### config.mk
export PLATFORM = sky130hd
export DESIGN_NAME = mem_stage
export DESIGN_NICKNAME = d
export VERILOG_FILES = /design/src/rtl/pipe_pkg.sv /design/src/rtl/load_align.sv /design/src/rtl/mem_stage.sv
export SDC_FILE = /design/constraint.sdc
export NUM_CORES = 1
export LEC_CHECK = 0
export CAP_MARGIN = 15
export CORE_AREA = 2 2 123 125
export CTS_CLUSTER_DIAMETER = 50
export CTS_CLUSTER_SIZE = 40
export DETAILED_ROUTE_END_ITERATION = 6
export DIE_AREA = 0 0 125 127
export PLACE_DENSITY = 0.78
export SKIP_LAST_GASP = 1
export SYNTH_ARGS = -nofsm -noshare
export SYNTH_HDL_FRONTEND = slang
export SYNTH_HIERARCHICAL = 1
export SYNTH_SLANG_ARGS = --single-unit
### constraint.sdc
create_clock -name clk -period 5.6 [get_ports clk]
set_input_delay 0.56 -clock clk [delete_from_list [all_inputs] [get_ports clk]]
set_output_delay 0.56 -clock clk [all_outputs]
set_load 0.01 [all_outputs]
### src/rtl/pipe_pkg.sv
// Shared pipeline definitions: memory-stage FSM states, fault codes and access-size codes.
package pipe_pkg;

    typedef enum logic {
        ST_IDLE = 1'b0,
        ST_WAIT = 1'b1
    } fsm_state_t;

    localparam logic [1:0] FAULT_NONE     = 2'b00;
    localparam logic [1:0] FAULT_MISALIGN = 2'b01;
    localparam logic [1:0] FAULT_TIMEOUT  = 2'b10;

    localparam logic [1:0] SIZE_BYTE = 2'b00;
    localparam logic [1:0] SIZE_HALF = 2'b01;
    localparam logic [1:0] SIZE_WORD = 2'b10;

    localparam int WAIT_CNT_W = 4;

    // Size code 2'b11 has no legal access width, so it is never aligned.
    function automatic logic is_aligned(input logic [1:0] size, input logic [1:0] addr_lo);
        case (size)
            SIZE_BYTE: is_aligned = 1'b1;
            SIZE_HALF: is_aligned = ~addr_lo[0];
            SIZE_WORD: is_aligned = (addr_lo == 2'b00);
            default:   is_aligned = 1'b0;
        endcase
    endfunction

endpackage

### src/rtl/load_align.sv
// Picks the addressed byte/half out of the read word and sign- or zero-extends it.
module load_align
    import pipe_pkg::*;
#(
    parameter int DATA_WIDTH = 32
) (
    input  logic [DATA_WIDTH-1:0] rdata,
    input  logic [1:0]            addr_lo,
    input  logic [2:0]            funct3,
    output logic [DATA_WIDTH-1:0] data
);

    logic [7:0]  lane_b;
    logic [15:0] lane_h;
    logic        ext_b;
    logic        ext_h;

    // Halves are only ever taken from aligned addresses, so addr_lo[0] is ignored there.
    assign lane_b = rdata[{addr_lo, 3'b000} +: 8];
    assign lane_h = rdata[{addr_lo[1], 4'b0000} +: 16];
    assign ext_b  = ~funct3[2] & lane_b[7];
    assign ext_h  = ~funct3[2] & lane_h[15];

    always_comb begin
        case (funct3[1:0])
            SIZE_BYTE: data = {{(DATA_WIDTH-8){ext_b}}, lane_b};
            SIZE_HALF: data = {{(DATA_WIDTH-16){ext_h}}, lane_h};
            default:   data = rdata;
        endcase
    end

endmodule

### src/rtl/mem_stage.sv
// Pipeline memory stage: data-bus handshake with wait/timeout handling and the M/W register.
module mem_stage
    import pipe_pkg::*;
#(
    parameter int DATA_WIDTH = 32,
    parameter int TIMEOUT    = 15
) (
    input  logic                  clk,
    input  logic                  rst_n,
    input  logic [DATA_WIDTH-1:0] ALUResultM,
    input  logic [DATA_WIDTH-1:0] WriteDataM,
    input  logic [DATA_WIDTH-1:0] PCPlus4M,
    input  logic [4:0]            RdM,
    input  logic                  RegWriteM,
    input  logic                  MemWriteM,
    input  logic                  MemReadM,
    input  logic [1:0]            ResultSrcM,
    input  logic [2:0]            Funct3M,
    output logic                  dmem_req,
    output logic                  dmem_we,
    output logic [DATA_WIDTH-1:0] dmem_addr,
    output logic [3:0]            dmem_be,
    output logic [DATA_WIDTH-1:0] dmem_wdata,
    input  logic                  dmem_ack,
    input  logic [DATA_WIDTH-1:0] dmem_rdata,
    output logic                  StallM,
    output logic [DATA_WIDTH-1:0] ReadDataW,
    output logic [DATA_WIDTH-1:0] ALUResultW,
    output logic [DATA_WIDTH-1:0] PCPlus4W,
    output logic [4:0]            RdW,
    output logic                  RegWriteW,
    output logic [1:0]            ResultSrcW,
    output logic [1:0]            FaultW
);

    localparam int LANES = DATA_WIDTH / 8;

    fsm_state_t             state_reg, state_next;
    logic [WAIT_CNT_W-1:0]  cnt_reg, cnt_next;
    logic [WAIT_CNT_W:0]    cnt_inc;

    logic                   access;
    logic                   is_read;
    logic                   misaligned;
    logic                   bus_access;
    logic                   timeout_hit;
    logic                   ack_done;
    logic [1:0]             size;
    logic [1:0]             addr_lo;
    logic [DATA_WIDTH-1:0]  load_data;

    assign size       = Funct3M[1:0];
    assign addr_lo    = ALUResultM[1:0];
    assign access     = MemReadM | MemWriteM;
    assign is_read    = MemReadM & ~MemWriteM;
    assign misaligned = access & ~is_aligned(size, addr_lo);
    assign bus_access = access & ~misaligned;
    assign cnt_inc    = {1'b0, cnt_reg} + (WAIT_CNT_W+1)'(1);

    always_ff @(posedge clk or negedge rst_n) begin
        if (!rst_n) begin
            state_reg <= ST_IDLE;
            cnt_reg   <= '0;
        end else begin
            state_reg <= state_next;
            cnt_reg   <= cnt_next;
        end
    end

    always_comb begin
        state_next = state_reg;
        cnt_next   = '0;
        case (state_reg)
            ST_IDLE: begin
                if (bus_access && !dmem_ack) begin
                    state_next = ST_WAIT;
                end
            end
            ST_WAIT: begin
                if (dmem_ack || timeout_hit) begin
                    state_next = ST_IDLE;
                end else begin
                    cnt_next = cnt_inc[WAIT_CNT_W-1:0];
                end
            end
            default: state_next = ST_IDLE;
        endcase
    end

    // The request is masked by reset so the bus sees nothing while rst_n is low,
    // even if the E/M register still presents an access.
    always_comb begin
        dmem_req    = 1'b0;
        timeout_hit = 1'b0;
        case (state_reg)
            ST_IDLE: dmem_req = bus_access;
            ST_WAIT: begin
                dmem_req    = 1'b1;
                timeout_hit = !dmem_ack && (cnt_inc == (WAIT_CNT_W+1)'(TIMEOUT));
            end
            default: dmem_req = 1'b0;
        endcase
        if (!rst_n) begin
            dmem_req    = 1'b0;
            timeout_hit = 1'b0;
        end
        ack_done = dmem_req & dmem_ack;
        StallM   = dmem_req & ~dmem_ack & ~timeout_hit;
    end

    assign dmem_we   = dmem_req & MemWriteM;
    assign dmem_addr = {ALUResultM[DATA_WIDTH-1:2], 2'b00};

    always_comb begin
        case (size)
            SIZE_BYTE: dmem_be = 4'b0001 << addr_lo;
            SIZE_HALF: dmem_be = 4'b0011 << addr_lo;
            default:   dmem_be = 4'b1111;
        endcase
    end

    // Replicating the store byte/half into every lane leaves it wherever the enables point.
    for (genvar gi = 0; gi < LANES; gi++) begin : g_wlane
        assign dmem_wdata[8*gi +: 8] =
            (size == SIZE_BYTE) ? WriteDataM[7:0] :
            (size == SIZE_HALF) ? WriteDataM[8*(gi%2) +: 8] :
                                  WriteDataM[8*gi +: 8];
    end

    load_align #(
        .DATA_WIDTH (DATA_WIDTH)
    ) u_load_align (
        .rdata   (dmem_rdata),
        .addr_lo (addr_lo),
        .funct3  (Funct3M),
        .data    (load_data)
    );

    always_ff @(posedge clk or negedge rst_n) begin
        if (!rst_n) begin
            ReadDataW  <= '0;
            ALUResultW <= '0;
            PCPlus4W   <= '0;
            RdW        <= '0;
            RegWriteW  <= 1'b0;
            ResultSrcW <= '0;
            FaultW     <= FAULT_NONE;
        end else if (StallM) begin
            RegWriteW <= 1'b0;
            FaultW    <= FAULT_NONE;
        end else begin
            ALUResultW <= ALUResultM;
            PCPlus4W   <= PCPlus4M;
            RdW        <= RdM;
            ResultSrcW <= ResultSrcM;
            ReadDataW  <= (is_read && ack_done) ? load_data : '0;
            if (misaligned) begin
                FaultW    <= FAULT_MISALIGN;
                RegWriteW <= 1'b0;
            end else if (timeout_hit) begin
                FaultW    <= FAULT_TIMEOUT;
                RegWriteW <= 1'b0;
            end else begin
                FaultW    <= FAULT_NONE;
                RegWriteW <= RegWriteM;
            end
        end
    end

endmodule

==> parameters.txt <==
Parameter                              Value

Place
  Placement Cell Area    0.008572 mm2
  HPWL after detailed placement    12,860 um
  Last weighted congestion value of the routability-driven placer    0.8600
  Number of input and output port buffers inserted    318

CTS
  Hold Buf Count CTS    0
  Root buffer cell    clkbuf_16
  Max clock buf depth    2
  Number of gates given a new drive strength after cts    0
  Post-CTS Setup Inserts    0
  Clock tree sinks    111
  CTS tree    done
  Insertion delay to the later sink of the worst-skew pair    350 ps
  Total CTS buffers    9
  CTS H-tree lvls    3
  Register clock-pin slew on the reported worst setup and hold paths    80 ps

Synthesis
  Synth Warn #    6
  Number of flops mapped to enable cells by yosys    0
  Summed instance area of the synthesized netlist    0.005648 mm2
  Area share of the largest cell type after synthesis    0.4918
  Compound-Gate Fraction of Synth Area    0.1274
  Post-synth top flop    dfrtp_1
  Adder-Cell Fraction of Synth Area    0.004431
  Xor/xnor cell area share of the yosys netlist    0.004652
  Register bit total from synthesis    111
  Most frequently used cell type in the post-synthesis netlist    dfrtp_1
  Post-synth ARST share    1.000
  Gate count of the mapped netlist    479
  Post-synthesis cell type with the largest combined area    dfrtp_1
  Register area share after synthesis    0.4918
  Mean instance size in the synthesized netlist    11.79 um2
  Dominant combinational cell family by area after synthesis    multiplexers
  Count of different cell masters after synthesis    41
  Cell types with the largest area share after synthesis    dfrtp_1, mux2_2, buf_4
  Most common library cells after synthesis    dfrtp_1, mux2_2, buf_4
  Simple-gate area share of the yosys netlist    0.06447
  Multiplexer area fraction after synthesis    0.2127

Flow run
  Max-cap violations    0

Worst setup path
  Category of the worst setup path launch point    input port
  Crit path required time    5040 ps
  Max incr delay on CP    640 ps
  Start-to-end type of the worst setup path    input port to output port
  Reg-to-reg setup timing slack    2510 ps
  Crit path capture type    output port
  Maximum fanout encountered on the critical timing path    42
  Worst flop-to-flop path endpoint    PCPlus4W[6]
  R2R Path Start    cnt_reg[0]
  Crit path buffers/inverters    2
  CP max stage cell    clkdlybuf4s50_1
  Kind of cell adding the most delay to the critical path    buffers and inverters
  Arrival time worst endpoint    2880 ps
  Depth of the most critical reg-to-reg path    7
  Cell Chain, Critical Path    clkdlybuf4s50_1 -> a21oi_1 -> nor2_1 -> o21ai_2 -> and2_4 -> clkdlybuf4s50_1
  Most prevalent standard cell on the critical path    clkdlybuf4s50_1

Floorplan
  Die X    125 um
  Vertical extent of the die    127 um
  Ports placed on the boundary    321
  Initial Util    0.3916
  Core Box Area    0.01442 mm2
  Row cnt    44
  DIE AREA    0.01588 mm2

STA
  Setup Total Neg Slack    0 ps
  Number of setup violations in the final report    0
  Transition time at the pin with the least slew margin    818.4 ps
  Relative slew slack    0.4544
  Maximum frequency from static timing analysis    290.7 MHz
  Hold Vio Cnt, Final    0
  Final worst path period share    0.6142
  Final Slew Violations    0
  Maximum clock skew at final layout    12.67 ps
  Min Clock Period, post-route    3440 ps
  Post-Route Hold Slack    224.6 ps
  Setup repair after global routing missed its margin    no

Cells and area
  Filler instances    1,124
  Fraction of layout instances using a drive strength above 1    0.1826
  Net total in the final layout    886
  Largest registers    ALUResultW (32), PCPlus4W (32), ReadDataW (32)
  Utilization after layout    0.6174
  Number of diodes    0
  Relative area change from synthesis to final layout    57.67%
  Design Area, Final    0.008905 mm2

Pwr
  PD cells    230.0 mW/mm2
  Leakage dissipation    0.003636 uW
  Peak supply drop    0.1328 mV

Worst hold path
  Class of the tightest hold or removal check    input port to async pin

Global routing
  Maximum number of pins on one net before global-route repair    66
  Number of antenna violations at the first check in global routing    0
  Combined global-route utilization of all metal layers    0.2023
  Number of global-route vias before repair    4,877
  Global-route wire length before repair    25,810 um
  Global-route congestion overflow total    0

Route
  Wire length reported by the detailed router    16,640 um
  Detail Route Antenna Nets    0
  DRC violations left    0
  Vias after detailed routing    4,697
  Vias per cell    5.056
  Routed len/inst    17.91 um
  Starting DRT DRC Count    278
  First-pass iteration count of the detailed router    5

Status
  Status    completed
## per-layer routing
layer / vias to the layer above / wire length, um / GRT usage
met1: 2225 / 6527 / 0.2436
met4: 0 / 426 / 0.08039
met5: - / 0 / 0
met2: 260 / 8315 / 0.3520
li1: 2182 / - / -
met3: 30 / 1366 / 0.04774
## worst register-to-register path: stages (launching register included)
cell and delay, ps:
dfrtp_1 420, ha_1 260, xnor2_1 220, nor2_1 80, a21oi_1 290, and2_4 540, buf_4 710, mux2_2 470
## power breakdown
part | switching [uW] | internal [uW]
clock | 296 | 364
combinational | 204 | 307
sequential | 26.7 | 851
total | 526 | 1520
## kinds of logic after synthesis
group	after synthesis
AOI/OAI and AO/OA	103
xor gates and xnor gates	3
adders and majority gates	2
buffers and inverters	77
DFF	111
muxes	106
other	1
and+or+nand+nor	76
## area by class of cell
class,count,area [um2],area share
Clock buffer,11,242.7,0.02726
Clock inverter,5,65.06,0.007306
Inverter,2,7.507,0.0008431
Multi-Input combinational cell,292,2344,0.2632
Sequential cell,111,2778,0.3119
Tap cell,184,230.2,0.02585
Timing Repair Buffer,324,3238,0.3636
## cell usage in the layout, fill, tap and decap left out, drive strengths merged
cell             n
a22oi            9
and3             1
nor2b           10
o21a             1
nor3b            1
mux2i            9
a22o            32
nor2            11
o22ai            1
inv              3
and2             4
and4b            1
nand2b           1
bufinv           1
nand3b           2
clkinv           1
clkinvlp         2
nand2           37
nand3            2
or2              2
buf              7
a211oi           1
mux2            97
a21oi           36
ha               2
nor3             3
conb             2
clkbuf          12
o21bai           3
dfrtp          111
xnor2            3
o21ai           19
clkdlybuf4s50  316
nor4             1
a31oi            1
## how the worst max path moves through the flow
stage | startpoint | endpoint | slack [ps] | cells past startpoint
after floorplan | Funct3M[0] | StallM | 3320 | 8
after global placement | ALUResultM[0] | PCPlus4W[2] | 2130 | 7
after detailed placement | ALUResultM[0] | RdW[2] | 2050 | 7
after CTS | ALUResultM[0] | StallM | 2130 | 6
after global routing | ALUResultM[0] | StallM | 1970 | 6
final | ALUResultM[0] | StallM | 2160 | 6
## stage by stage
stage / total power (uW) / setup WS [ps] / std cells
global route: 2138 / 1971 / 929
detailed placement: 1408 / 2047 / 912
finish: 2048 / 2160 / 929
global placement: 1398 / 2131 / 912
CTS: 2075 / 2132 / 928
floorplan: 1112 / 3318 / 480
Note: power is estimated with default switching activity, not from simulation.
